`config.mk`:
```
export PLATFORM = sky130hd
export DESIGN_NAME = fb_write_arbiter
export DESIGN_NICKNAME = d
export VERILOG_FILES = /design/src/rtl/fb_write_arbiter.sv
export SDC_FILE = /design/constraint.sdc
export NUM_CORES = 1
export LEC_CHECK = 0
export CAP_MARGIN = 20
export CORE_ASPECT_RATIO = 0.75
export CORE_MARGIN = 8
export CORE_UTILIZATION = 40
export CTS_CLUSTER_DIAMETER = 80
export DETAILED_ROUTE_END_ITERATION = 10
export MAX_ROUTING_LAYER = met4
export PLACE_DENSITY_LB_ADDON = 0.2
export SLEW_MARGIN = 20
export SYNTH_ARGS = -nofsm -noshare
export SYNTH_HDL_FRONTEND = slang
export SYNTH_SLANG_ARGS = --single-unit
export TNS_END_PERCENT = 30
```
`constraint.sdc`:
```
create_clock -name dotclk -period 6.7 [get_ports dotclk]
set_input_delay 1.34 -clock dotclk [delete_from_list [all_inputs] [get_ports dotclk]]
set_output_delay 1.34 -clock dotclk [all_outputs]
set_load 0.05 [all_outputs]
```
`src/rtl/fb_write_arbiter.sv`:
```
// Frame-buffer write-port arbiter: capture stream vs. auxiliary writer, plus a full-buffer clear sequencer.
// Every RAM-side output is registered, so a write appears one cycle after its request is sampled.
module fb_write_arbiter #(
  parameter int FB_WORDS     = 192000,
  parameter int AUX_MAX_WAIT = 15
) (
  input  logic        dotclk,
  input  logic        reset,
  input  logic        cap_valid,
  input  logic [17:0] cap_addr,
  input  logic        cap_pixel,
  input  logic        clr_start,
  input  logic        aux_req,
  input  logic [17:0] aux_addr,
  input  logic        aux_pixel,
  output logic        aux_ack,
  output logic [17:0] waddr,
  output logic        pixel_state,
  output logic        wren,
  output logic        clearing,
  output logic        clr_done,
  output logic [15:0] drop_count
);

  typedef enum logic [1:0] {S_NORMAL, S_CLEAR, S_DONE} state_t;

  localparam logic [18:0] FB_LIMIT  = 19'(FB_WORDS);
  localparam logic [17:0] LAST_ADDR = 18'(FB_WORDS - 1);
  localparam logic [15:0] WAIT_MAX  = 16'(AUX_MAX_WAIT);

  state_t      state_q, state_d;
  logic [17:0] clr_cnt_q, clr_cnt_d;
  logic [15:0] wait_q, wait_d;
  logic [15:0] drop_q, drop_d;
  logic [17:0] waddr_q, waddr_d;
  logic        pix_q, pix_d;
  logic        wren_q, wren_d;
  logic        ack_q, ack_d;
  logic        clearing_q, clearing_d;
  logic        done_q, done_d;
  logic        cap_in_range, aux_in_range, aux_grant, drop_inc;

  assign cap_in_range = {1'b0, cap_addr} < FB_LIMIT;
  assign aux_in_range = {1'b0, aux_addr} < FB_LIMIT;

  always_comb begin
    state_d    = state_q;
    clr_cnt_d  = clr_cnt_q;
    wait_d     = wait_q;
    waddr_d    = waddr_q;
    pix_d      = pix_q;
    wren_d     = 1'b0;
    ack_d      = 1'b0;
    clearing_d = 1'b0;
    done_d     = 1'b0;
    drop_inc   = 1'b0;
    aux_grant  = 1'b0;
    unique case (state_q)
      S_NORMAL: begin
        // Capture normally wins; a starved aux request eventually preempts it.
        aux_grant = aux_req && (!cap_valid || wait_q == WAIT_MAX);
        if (aux_grant) begin
          ack_d    = 1'b1;
          wait_d   = 16'd0;
          drop_inc = cap_valid;
          if (aux_in_range) begin
            wren_d  = 1'b1;
            waddr_d = aux_addr;
            pix_d   = aux_pixel;
          end
        end else begin
          wait_d = aux_req ? wait_q + 16'd1 : 16'd0;
          if (cap_valid) begin
            if (cap_in_range) begin
              wren_d  = 1'b1;
              waddr_d = cap_addr;
              pix_d   = cap_pixel;
            end else begin
              drop_inc = 1'b1;
            end
          end
        end
        if (clr_start) begin
          state_d   = S_CLEAR;
          clr_cnt_d = 18'd0;
        end
      end
      S_CLEAR: begin
        wren_d     = 1'b1;
        waddr_d    = clr_cnt_q;
        pix_d      = 1'b0;
        clearing_d = 1'b1;
        drop_inc   = cap_valid;
        if (!aux_req) wait_d = 16'd0;
        if (clr_start) begin
          clr_cnt_d = 18'd0;
        end else if (clr_cnt_q == LAST_ADDR) begin
          state_d   = S_DONE;
          clr_cnt_d = 18'd0;
        end else begin
          clr_cnt_d = clr_cnt_q + 18'd1;
        end
      end
      S_DONE: begin
        done_d    = 1'b1;
        drop_inc  = cap_valid;
        clr_cnt_d = 18'd0;
        if (!aux_req) wait_d = 16'd0;
        state_d   = clr_start ? S_CLEAR : S_NORMAL;
      end
      default: state_d = S_NORMAL;
    endcase
    drop_d = (drop_inc && drop_q != 16'hFFFF) ? drop_q + 16'd1 : drop_q;
  end

  always_ff @(posedge dotclk) begin
    if (reset) begin
      state_q    <= S_NORMAL;
      clr_cnt_q  <= 18'd0;
      wait_q     <= 16'd0;
      drop_q     <= 16'd0;
      waddr_q    <= 18'd0;
      pix_q      <= 1'b0;
      wren_q     <= 1'b0;
      ack_q      <= 1'b0;
      clearing_q <= 1'b0;
      done_q     <= 1'b0;
    end else begin
      state_q    <= state_d;
      clr_cnt_q  <= clr_cnt_d;
      wait_q     <= wait_d;
      drop_q     <= drop_d;
      waddr_q    <= waddr_d;
      pix_q      <= pix_d;
      wren_q     <= wren_d;
      ack_q      <= ack_d;
      clearing_q <= clearing_d;
      done_q     <= done_d;
    end
  end

  assign aux_ack     = ack_q;
  assign waddr       = waddr_q;
  assign pixel_state = pix_q;
  assign wren        = wren_q;
  assign clearing    = clearing_q;
  assign clr_done    = done_q;
  assign drop_count  = drop_q;

endmodule

```
==> results.yml, run 1 <==
place:
  gp_congestion: 0.868
  dp.final_hpwl_um: 7840
  port_buffers: 81
logic_synthesis:
  synth.distinct_cells: 52
  yosysTopAreaCellShare_pct: 40.0
  synth_common_cells: "75 x dfxtp_1, 61 x nor2_1, 40 x nand2_1, 29 x o21ai_0, 21 x xnor2_1"
  ys_top_cells_by_area: "dfxtp_1 40%, nor2_1 6.1%, xnor2_1 4.9%, mux2i_1 4.8%, xor2_1 4.4%"
  ys_seq_area_share_pct: 40.0
  synth_top_area_cell: "dfxtp_1"
  synthesis.area_um2: 3750
  avgSynthCellArea_um2: 8.49
  synthMostInstantiatedCell: "dfxtp_1"
  async_flop_share_pct: 0
  syn-num-nets: 492
  synth_edf_count: 0
  yosys_register_bits: 75
  syn_inst: 442
  ys.flop_type: "dfxtp_1"
  yosys_warnings: 0
route:
  ant_nets: 0
  wl_met2_um: 4470
  top_layer_used: "met4"
  totalWireLength_um: 10500
  vias: 3419
  met3_length_um: 674
  drc: 0
  drtIter0Drc: 273
  wl_met1_um: 5220
  wl_per_cell_um: 16.2
  firstDrtPassIters: 5
  vias_per_cell: 5.28
clock_tree:
  cts.clk_slew.worst_paths_ns: 0.06
  h-tree-depth: 3
  clk_latency_ns: 0.34
  cts_setup_buffers: 0
  cts_tree: "done"
  hold_buffers: 0
  clock_tree.root_cell: "clkbuf_16"
  cts_resized: 0
  cts_buffers: 9
  cts_buffer_depth: 2
  clock_sinks: 75
timing:
  rsz0062_at_grt: "no"
  finalCritPeriodShare_pct: 51.4
  min_period_ns: 3.44
  setup_tns_ns: 0
  fmax_mhz: 291
  finalHoldViolCount: 0
  skew_ns: 0.00643
  slew_headroom_pct: 33.0
  drv_slew: 0
  setup_viol_count_final: 0
  worstMarginPinSlew_ns: 0.996
power:
  powerDensity_nw_per_um2: 238
  finalPower_mw: 1.18
  ir_drop_uv: 149
  p_leak_nw: 1.79
finish:
  antenna_cells: 0
  area_delta_synth_final_pct: 32.8
  drive_above_1_share_pct: 5.39
  nets: 564
grt:
  overflow: 0
  grt_pass1_wl_um: 17000
  grt_pass1_vias: 3217
  antenna_found_initial: 0
  grt_usage_pct: 17.2
  grt_max_degree: 46
setup_path:
  criticalPathCategory: "input pin to flop"
  worst_setup_path_end_kind: "flop"
  cp-start-kind: "input pin"
  rr_worst_depth: 6
  cp.arrival_ns: 3.72
  cp.required_ns: 6.98
  path_max_fanout: 17
flow_run:
  cap_violations: 0
hold_path:
  hp-class: "flop to flop"
  whs_path_depth: 1
floorplanning:
  io_pins: 82
  row_count: 30
  dieWidth_um: 128
  core_um2: 9080
  dieArea_um2: 12800
  die_h_um: 99.9
  start_util_pct: 41.3
status:
  status: "complete, no violations"
==> final cells by class <==
type                            instances  area, um^2
Tap cell                              128         160
Multi-Input combinational cell        336        2140
Clock buffer                           12         246
Inverter                                9        33.8
Sequential cell                        75        1500
Timing Repair Buffer                   83         826
Clock inverter                          4        73.8
Fill cell                             857        4100
==> sequential cells by signal, summed over array words and instances, names as in the netlist <==
| signal | flops |
|---|---|
| aux_ack | 1 |
| pixel_state | 1 |
| clr_done | 1 |
| clearing | 1 |
| state_q | 2 |
| waddr | 18 |
| wait_q | 16 |
| drop_count | 16 |
| wren | 1 |
| clr_cnt_q | 18 |
==> where the power goes <==
group / switching (mW) / total (mW) / internal, mW
clock: 0.182 / 0.518 / 0.336
combinational: 0.119 / 0.195 / 0.0760
sequential: 0.0104 / 0.472 / 0.461
==> cells in the final DEF, fill, tap and decap left out, types with 2 or more instances in the layout <==
| master | synthesis | final |
|---|---|---|
| nor2b_1 | 8 | 8 |
| nand3_1 | 19 | 19 |
| buf_4 | 1 | 2 |
| o211ai_1 | 2 | 2 |
| ha_1 | 7 | 7 |
| xnor2_1 | 21 | 21 |
| and4_1 | 4 | 4 |
| nand4_1 | 9 | 9 |
| nand2_1 | 40 | 40 |
| xor2_1 | 19 | 19 |
| clkbuf_16 | 0 | 9 |
| nand4b_1 | 2 | 2 |
| or2_2 | 2 | 2 |
| a21oi_1 | 14 | 14 |
| bufinv_16 | 0 | 2 |
| clkbuf_1 | 17 | 2 |
| nor4_1 | 9 | 9 |
| clkdlybuf4s50_1 | 0 | 81 |
| nor2_1 | 61 | 60 |
| mux2i_1 | 18 | 18 |
| dfxtp_1 | 75 | 75 |
| or3_1 | 5 | 5 |
| or4_1 | 2 | 2 |
| o31ai_1 | 3 | 3 |
| a22o_1 | 17 | 17 |
| o21ai_0 | 29 | 29 |
| inv_1 | 9 | 9 |
| nor3_1 | 10 | 10 |
| and3_1 | 7 | 7 |
| nand3b_1 | 2 | 2 |
| a21o_1 | 2 | 2 |
| a31oi_1 | 3 | 3 |
==> cells by family after synthesis <==
| family | count (synthesis) | share of synthesized area [%] |
|---|---|---|
| xor gates and xnor gates | 40 | 9.34 |
| and+or+nand+nor | 188 | 24.7 |
| AOI/OAI and AO/OA | 82 | 15.0 |
| muxes | 19 | 5.10 |
| adders and majority gates | 7 | 2.33 |
| DFF | 75 | 40.0 |
| buffers and inverters | 31 | 3.50 |
==> critical path, stage by stage <==
cell,delay (ns)
clkdlybuf4s50_1,0.52
nand4_1,0.13
a21oi_1,0.39
nor3_1,0.13
a221oi_2,0.40
and2b_1,0.56
a22o_1,0.24
==> worst paths after layout <==
| path | from | to | slack, ns |
|---|---|---|---|
| setup / recovery | cap_addr[17] | waddr[2] | 3.26 |
| hold / removal | waddr[3] | waddr[3] | 0.48 |
| setup reg to reg | wait_q[4] | waddr[2] | 3.50 |
| hold reg to reg | waddr[3] | waddr[3] | 0.48 |
==> stage by stage <==
| step | utilization, % | instance area [um^2] | hold WS (ns) | setup WS (ns) | instances |
|---|---|---|---|---|---|
| after global placement | 51.1 | 4650 | 0.464 | 3.10 | 631 |
| after detailed placement | 51.1 | 4650 | 0.465 | 3.04 | 631 |
| after floorplan | - | 3750 | 0.457 | 3.83 | 442 |
| final | 54.9 | 4980 | 0.477 | 3.26 | 647 |
| after CTS | 54.7 | 4970 | 0.483 | 3.38 | 647 |
| after global routing | 54.9 | 4980 | 0.498 | 3.06 | 647 |
==> per-layer routing <==
layer / vias to the layer above / track usage (%)
met3: 11 / 5.08
met5: - / -
li1: 1711 / -
met1: 1603 / 23.5
met2: 94 / 23.8
met4: 0 / 4.74
Power figures use the tool's default switching activity.
==> inputs of run 2 (changes only) <==
- clock period: 6.7 -> 3.3 ns (I/O delays scaled with it)
==> run 2 against run 1 <==
Clock skew fell by 0.0011 ns. Hold slack improved by 0.00058 ns. Sequential share of layout area fell by 0.098 points. Register-to-register slack got worse by 3.1 ns. Total power rose by 110%. Die area did not move. Clock power rose by 110%. Routed wire length rose by 1.1%. Via count rose by 0.70%.
==> results.yml, run 2 (synthesis results as in run 1) <==
status:
  status: "complete, no violations"
floorplanning:
  row_count: 30
  dieWidth_um: 128
  start_util_pct: 41.3
  dieArea_um2: 12800
  die_h_um: 99.9
  core_um2: 9080
  io_pins: 82
grt:
  grt_pass1_vias: 3350
  grt_usage_pct: 17.3
  overflow: 0
  grt_max_degree: 46
  antenna_found_initial: 0
  grt_pass1_wl_um: 17100
timing:
  finalHoldViolCount: 0
  fmax_mhz: 349
  setup_tns_ns: 0
  min_period_ns: 2.87
  setup_viol_count_final: 0
  finalCritPeriodShare_pct: 86.9
  drv_slew: 0
  rsz0062_at_grt: "no"
  skew_ns: 0.00532
  worstMarginPinSlew_ns: 1.09
  slew_headroom_pct: 27.5
setup_path:
  criticalPathCategory: "flop to flop"
  critPathLaunch: "wait_q[4]"
  worst_path_max_delay_cell: "or4_1"
  crit-reg2reg-launch: "wait_q[4]"
  worstPathCellList: "or4_1, o41ai_4, o2111ai_1, a221oi_2, and2b_1, buf_4, a22o_1"
  critPathMaxStageDelay_ns: 0.62
  cp.required_ns: 3.58
  path_max_fanout: 17
  worst_setup_path_end_kind: "flop"
  cp-start-kind: "flop"
  path_buf_inv: 1
  cp.arrival_ns: 3.15
  cpLargestDelayFamily: "compound AO/OA/AOI/OAI gates"
finish:
  area_delta_synth_final_pct: 33.2
  mostFrequentLayoutCells: "81 x clkdlybuf4s50_1, 75 x dfxtp_1, 60 x nor2_1"
  fill_cells: 871
  antenna_cells: 0
  final_common_cell: "clkdlybuf4s50_1"
  multi_input_area_um2: 2130
  nets: 567
  drive_above_1_share_pct: 5.94
  regArea_um2: 1500
clock_tree:
  cts_resized: 0
  cts_buffers: 9
  cts.clk_slew.worst_paths_ns: 0.06
  hold_buffers: 0
  clock_tree.root_cell: "clkbuf_16"
  clk_latency_ns: 0.34
  cts_buffer_depth: 2
  clock_sinks: 75
  cts_tree: "done"
  h-tree-depth: 3
  cts_setup_buffers: 0
route:
  vias_per_cell: 5.30
  vias: 3443
  ant_nets: 0
  drtIter0Drc: 281
  drc: 0
  firstDrtPassIters: 4
  wl_per_cell_um: 16.3
  totalWireLength_um: 10600
power:
  finalPower_mw: 2.43
  ir_drop_uv: 276
  powerDensity_nw_per_um2: 486
  p_leak_nw: 1.80
place:
  gp_congestion: 0.838
  dp.final_hpwl_um: 7730
  port_buffers: 81
hold_path:
  min_from: "waddr[7]"
  hp-class: "flop to flop"
flow_run:
  cap_violations: 0
## run 2: through the flow
step                hold slack [ns]  std cells  area, um^2  util (%)  setup slack [ns]
detailed placement            0.468        634        4670      51.4             0.268
global placement              0.461        634        4670      51.4             0.357
floorplan                     0.457        442        3750         -             0.706
CTS                           0.481        650        5000      55.0             0.373
finish                        0.478        650        5000      55.0             0.431
global route                  0.493        650        5000      55.0             0.241
## run 2: final timing paths
path | end | slack (ns) | depth (start not counted)
max reg2reg | waddr[9] | 0.43 | 7
min reg2reg | waddr[7] | 0.48 | 1
max | waddr[9] | 0.43 | 7
min | waddr[7] | 0.48 | 1
## run 2: metal layers
layer,GRT usage (%),up-vias,routed length (um),part of all wire [%]
met1,22.4,1615,5160,49
met3,5.72,15,701,6.6
li1,-,1720,-,-
met2,24.7,93,4590,43
met4,5.46,0,135,1.3
met5,-,-,0,0
## run 2: cell type report
cell class / count / area share (%)
Sequential cell: 75 / 30.0
Clock inverter: 4 / 1.45
Tap cell: 128 / 3.20
Clock buffer: 12 / 5.13
Multi-Input combinational cell: 336 / 42.5
Inverter: 9 / 0.676
Timing Repair Buffer: 86 / 17.0
## run 2: report_power, final
part	internal (mW)	total, mW	switching, mW	leakage (nW)
combinational	0.155	0.395	0.240	1.04
clock	0.702	1.08	0.376	0.159
sequential	0.937	0.957	0.0205	0.608
==> edit 1, RTL diff (settings of run 1) <==
Register the output `drop_count` once more, with the module's reset; this adds one clock of latency there. The other outputs are not delayed to match.
--- a/src/rtl/fb_write_arbiter.sv
+++ b/src/rtl/fb_write_arbiter.sv
@@ -147,3 +147,9 @@
   assign clr_done    = done_q;
-  assign drop_count  = drop_q;
+  always_ff @(posedge dotclk) begin
+    if (reset) begin
+      drop_count <= '0;
+    end else begin
+      drop_count <= drop_q;
+    end
+  end
 
Check against the original RTL: not equivalent (Yosys sat finds a counterexample within 4 cycles, from zero or initial values and one cycle with reset high).
==> edit 1 against run 1 <==
  * Sequential cell count rose by 16
  * Power rose by 12%
  * Setup slack got worse by 0.28 ns
  * Synthesized cell count rose by 23%
  * Cell area rose by 16%
  * Critical path type unchanged
  * Combinational power rose by 25%
  * Area after synthesis rose by 22%
  * Routed wire length rose by 22%
  * Largest power group is now registers
  * Clock power barely moved
  * Sequential power rose by 21%
==> edit 1: results (changes against run 1) <==
Global route
  • Largest net degree at the start of global routing: 68 (+48%)
  • GRT Total Usage: 17.2% (+0.086 points)
  • M2 GR Usage: 25.7% (+1.9 points)
  • Met1 Use GR: 22.8% (-0.66 points)
  • Number of global-route vias before repair: 3997 (+24%)

Power
  • Leak pwr: 2.02 nW (+13%)

Critical path
  • Setup crit start: aux_req
  • FF-to-FF End: waddr[12]
  • Worst EP arrival: 3.99 ns (+0.27 ns)
  • R2R Setup Slk: 3.90 ns (+0.40 ns)
  • Worst Path Max Fanout: 27 (+10)

Finish
  • Multi-input combinational area share: 43.8% (+0.85 points)
  • Data buffer area share: 15.1% (-1.5 points)
  • Finished Layout Cells: 752 (+16%)
  • Nets: 658 (+17%)
  • Layout cells sized above 1: 7.68% (+2.3 points)
  • Layout clock buffers: 10 (-2)
  • Signal buffers: 88 (+6.0%)
  • Sequential share of cell area: 31.4% (+1.3 points)
  • Area of the multi-input gates: 2540 um^2 (+19%)

Routing
  • Routed metal-1 wire length: 6.21 mm (+19%)
  • Initial drt markers: 293 (+7.3%)
  • Routed vias: 4267 (+25%)

Die
  • Die X: 139 um (+9.0%)

Hold path
  • Worst hold start: waddr[10]
  • Hold endpoint: waddr[10]
  • Worst hold stages: 2 (+1)

Placed design
  • Placer's final routability congestion estimate: 0.827 (-4.8%)
  • Post-Place Cells: 736 (+17%)
  • Detailed placement HPWL: 9.07 mm (+16%)

Timing
  • Maximum clock frequency: 0.269 GHz (-7.6%)
  • Clock skew: 0.0114 ns (+0.00492 ns)
  • Final hold slack: 0.459 ns (-0.0177 ns)

Run status
  • Run status: completed

Logic synthesis
  • Post-synth cell types: 50 (-3.8%)
## edit 1: changes by cell type in the layout (fill, tap and decap cells not counted), moves of 12 or more
cell,before,now
nand3_1,19,41
o21ai_0,29,10
xor2_1,19,0
o311ai_0,0,18
a22o_1,17,0
dfxtp_1,75,91
inv_1,9,22
a21oi_1,14,26
## edit 1: cell families after synthesis
| logic type | synth area share, % |
|---|---|
| AND/OR/NAND/NOR | 27.0 |
| AO/OA/AOI/OAI | 16.0 |
| flip-flops | 39.9 |
| buffers and inverters | 5.02 |
| multiplexers | 7.13 |
| XOR/XNOR | 3.07 |
| adder cells (fa/ha/maj) | 1.92 |
## edit 1: power by group
part           internal (W)  switching (W)  total (W)
Clock              0.000299       0.000218   0.000517
Sequential         0.000559      0.0000110   0.000570
Combinational     0.0000909       0.000153   0.000243
Total              0.000949       0.000382    0.00133
## edit 1: critical path, stage by stage
cell	delay (ns)
clkdlybuf4s50_1	1.12
a211oi_1	0.33
a211oi_4	0.75
buf_8	0.24
mux2i_1	0.20
==> edit 2, RTL diff (settings of run 1) <==
Without the edit above. Set the parameter `AUX_MAX_WAIT` to 11 (it was 15).
--- a/src/rtl/fb_write_arbiter.sv
+++ b/src/rtl/fb_write_arbiter.sv
@@ -4,3 +4,3 @@
   parameter int FB_WORDS     = 192000,
-  parameter int AUX_MAX_WAIT = 15
+  parameter int AUX_MAX_WAIT = 11
 ) (
Function: same outputs for any inputs over 10 cycles, from zero or initial values and one cycle with reset high; that may be too few to reach the edited logic, so the function may still have changed.
==> edit 2 against run 1 <==
  * Largest cell class unchanged
  * Cell area increased by 12%
  * Critical path type unchanged
  * Sequential cell count is the same
  * Sequential power increased by 2%
  * Setup slack got worse by 0.16 ns
  * Area after synthesis grew 19%
  * Routed wire length rose by 18%
  * Power rose by 5.7%
  * Utilization shrank 3.7 points
  * Clock power about the same
  * Register-to-register slack improved by 0.43 ns
  * Maximum frequency fell by 4.6%
==> edit 2: results (changes against run 1) <==
Critical path
  • RR Startpoint: state_q[0]
  • R2R Setup Slk: 3.93 ns (+0.43 ns)
  • Worst Path Max Fanout: 19 (+2)
  • Worst EP arrival: 3.80 ns (+0.08 ns)
  • R2R cell count: 7 (+1)
  • FF-to-FF End: wait_q[8]

Logic synthesis
  • Post-synthesis adder-cell area fraction: 1.96% (-0.37 points)
  • Synth top area cells: dfxtp_1, mux2i_1, a21oi_1
  • Register area share after synthesis: 33.7% (-6.3 points)
  • Post-synthesis compound-gate area fraction: 14.7% (-0.30 points)
  • Post-synth cell types: 57 (+9.6%)
  • Mux cell area share after synthesis: 7.04% (+1.9 points)
  • Xor and xnor area share after synthesis: 3.34% (-6.0 points)
  • Synth Net Count: 574 (+17%)
  • Most common library cells after synthesis: dfxtp_1, nor2_1, a21oi_1, inv_1, nand2_1

Routing
  • Initial drt markers: 343 (+26%)
  • Avg WL per Cell: 17.0 um (+4.8%)
  • Routed vias: 4132 (+21%)

Finish
  • Layout cells sized above 1: 6.79% (+1.4 points)
  • Nets: 636 (+13%)

Clock network
  • Clock latency on the worst-skew pair: 0.34 ns (about the same)

Global route
  • First-pass GRT wire length: 20.0 mm (+18%)
  • GRT Total Usage: 17.4% (+0.19 points)
  • Number of global-route vias before repair: 3913 (+22%)
  • Largest net degree at the start of global routing: 94 (+100%)

Power
  • Leak pwr: 1.91 nW (+6.9%)
  • Peak supply drop: 0.142 mV (-4.7%)

Hold path
  • Worst hold stages: 2 (+1)
  • Hold Path Class: reg -> reg

Run status
  • Run status: completed

Placed design
  • Detailed placement HPWL: 8.85 mm (+13%)
  • Placer's final routability congestion estimate: 0.829 (-4.5%)

Timing
  • Worst slew pin tran: 1.08 ns (+0.0886 ns)
  • Clock skew: 0.00526 ns (-0.00118 ns)
edit 2: changes by cell type in the layout (fill, tap and decap cells not counted), sizes merged, moves of 10 or more:
cell / change
o21ai: -18
nand2: -11
a21oi: +21
inv: +21
nand2b: +25
nand4: +13
xor2: -19
o311ai: +18
mux2: +10
or4: +17
nor2: -20
a311oi: +11
a22o: -17
edit 2: metrics by stage:
stage	instances	area, um^2	hold WS [ns]	setup slack [ns]
after floorplan	524	4460	0.462	3.92
after global placement	715	5260	0.464	2.79
after detailed placement	715	5260	0.461	2.78
after CTS	729	5580	0.475	3.13
after global routing	729	5580	0.489	2.84
final	729	5580	0.473	3.09
edit 2: cell type report:
class | count | share of cell area [%]
clock buffer | 12 | 4.60
clock inverter | 2 | 1.08
inverter | 30 | 2.02
multi-input combinational | 386 | 47.4
sequential | 75 | 26.9
tap | 140 | 3.14
timing repair buffer | 84 | 14.8
edit 2: power by group:
group	internal [W]	switching [W]
Clock	0.000342	0.000178
Sequential	0.000466	0.0000143
Combinational	0.0000950	0.000157
edit 2: routing by layer:
metal,track usage (%),up-vias,share of wire (%)
li1,-,2055,-
met1,24.3,1957,51
met2,24.5,110,42
met3,4.01,10,6.0
met4,3.98,0,0.74
met5,-,-,0
edit 2: how the worst max path moves through the flow:
stage | startpoint | to | slack (ns) | cells after the start
global route | aux_req | waddr[10] | 2.84 | 7
global placement | aux_req | waddr[12] | 2.79 | 6
detailed placement | aux_req | waddr[10] | 2.78 | 7
CTS | aux_req | waddr[10] | 3.13 | 7
finish | aux_req | waddr[10] | 3.09 | 7
floorplan | aux_req | drop_count[6] | 3.92 | 7
edit 2: worst max-delay path, cell delays in order:
cell,delay [ns]
clkdlybuf4s50_1,0.53
nor4b_2,0.26
and4_1,0.64
nor2_1,0.32
buf_4,0.27
o311ai_0,0.32
mux2i_1,0.12
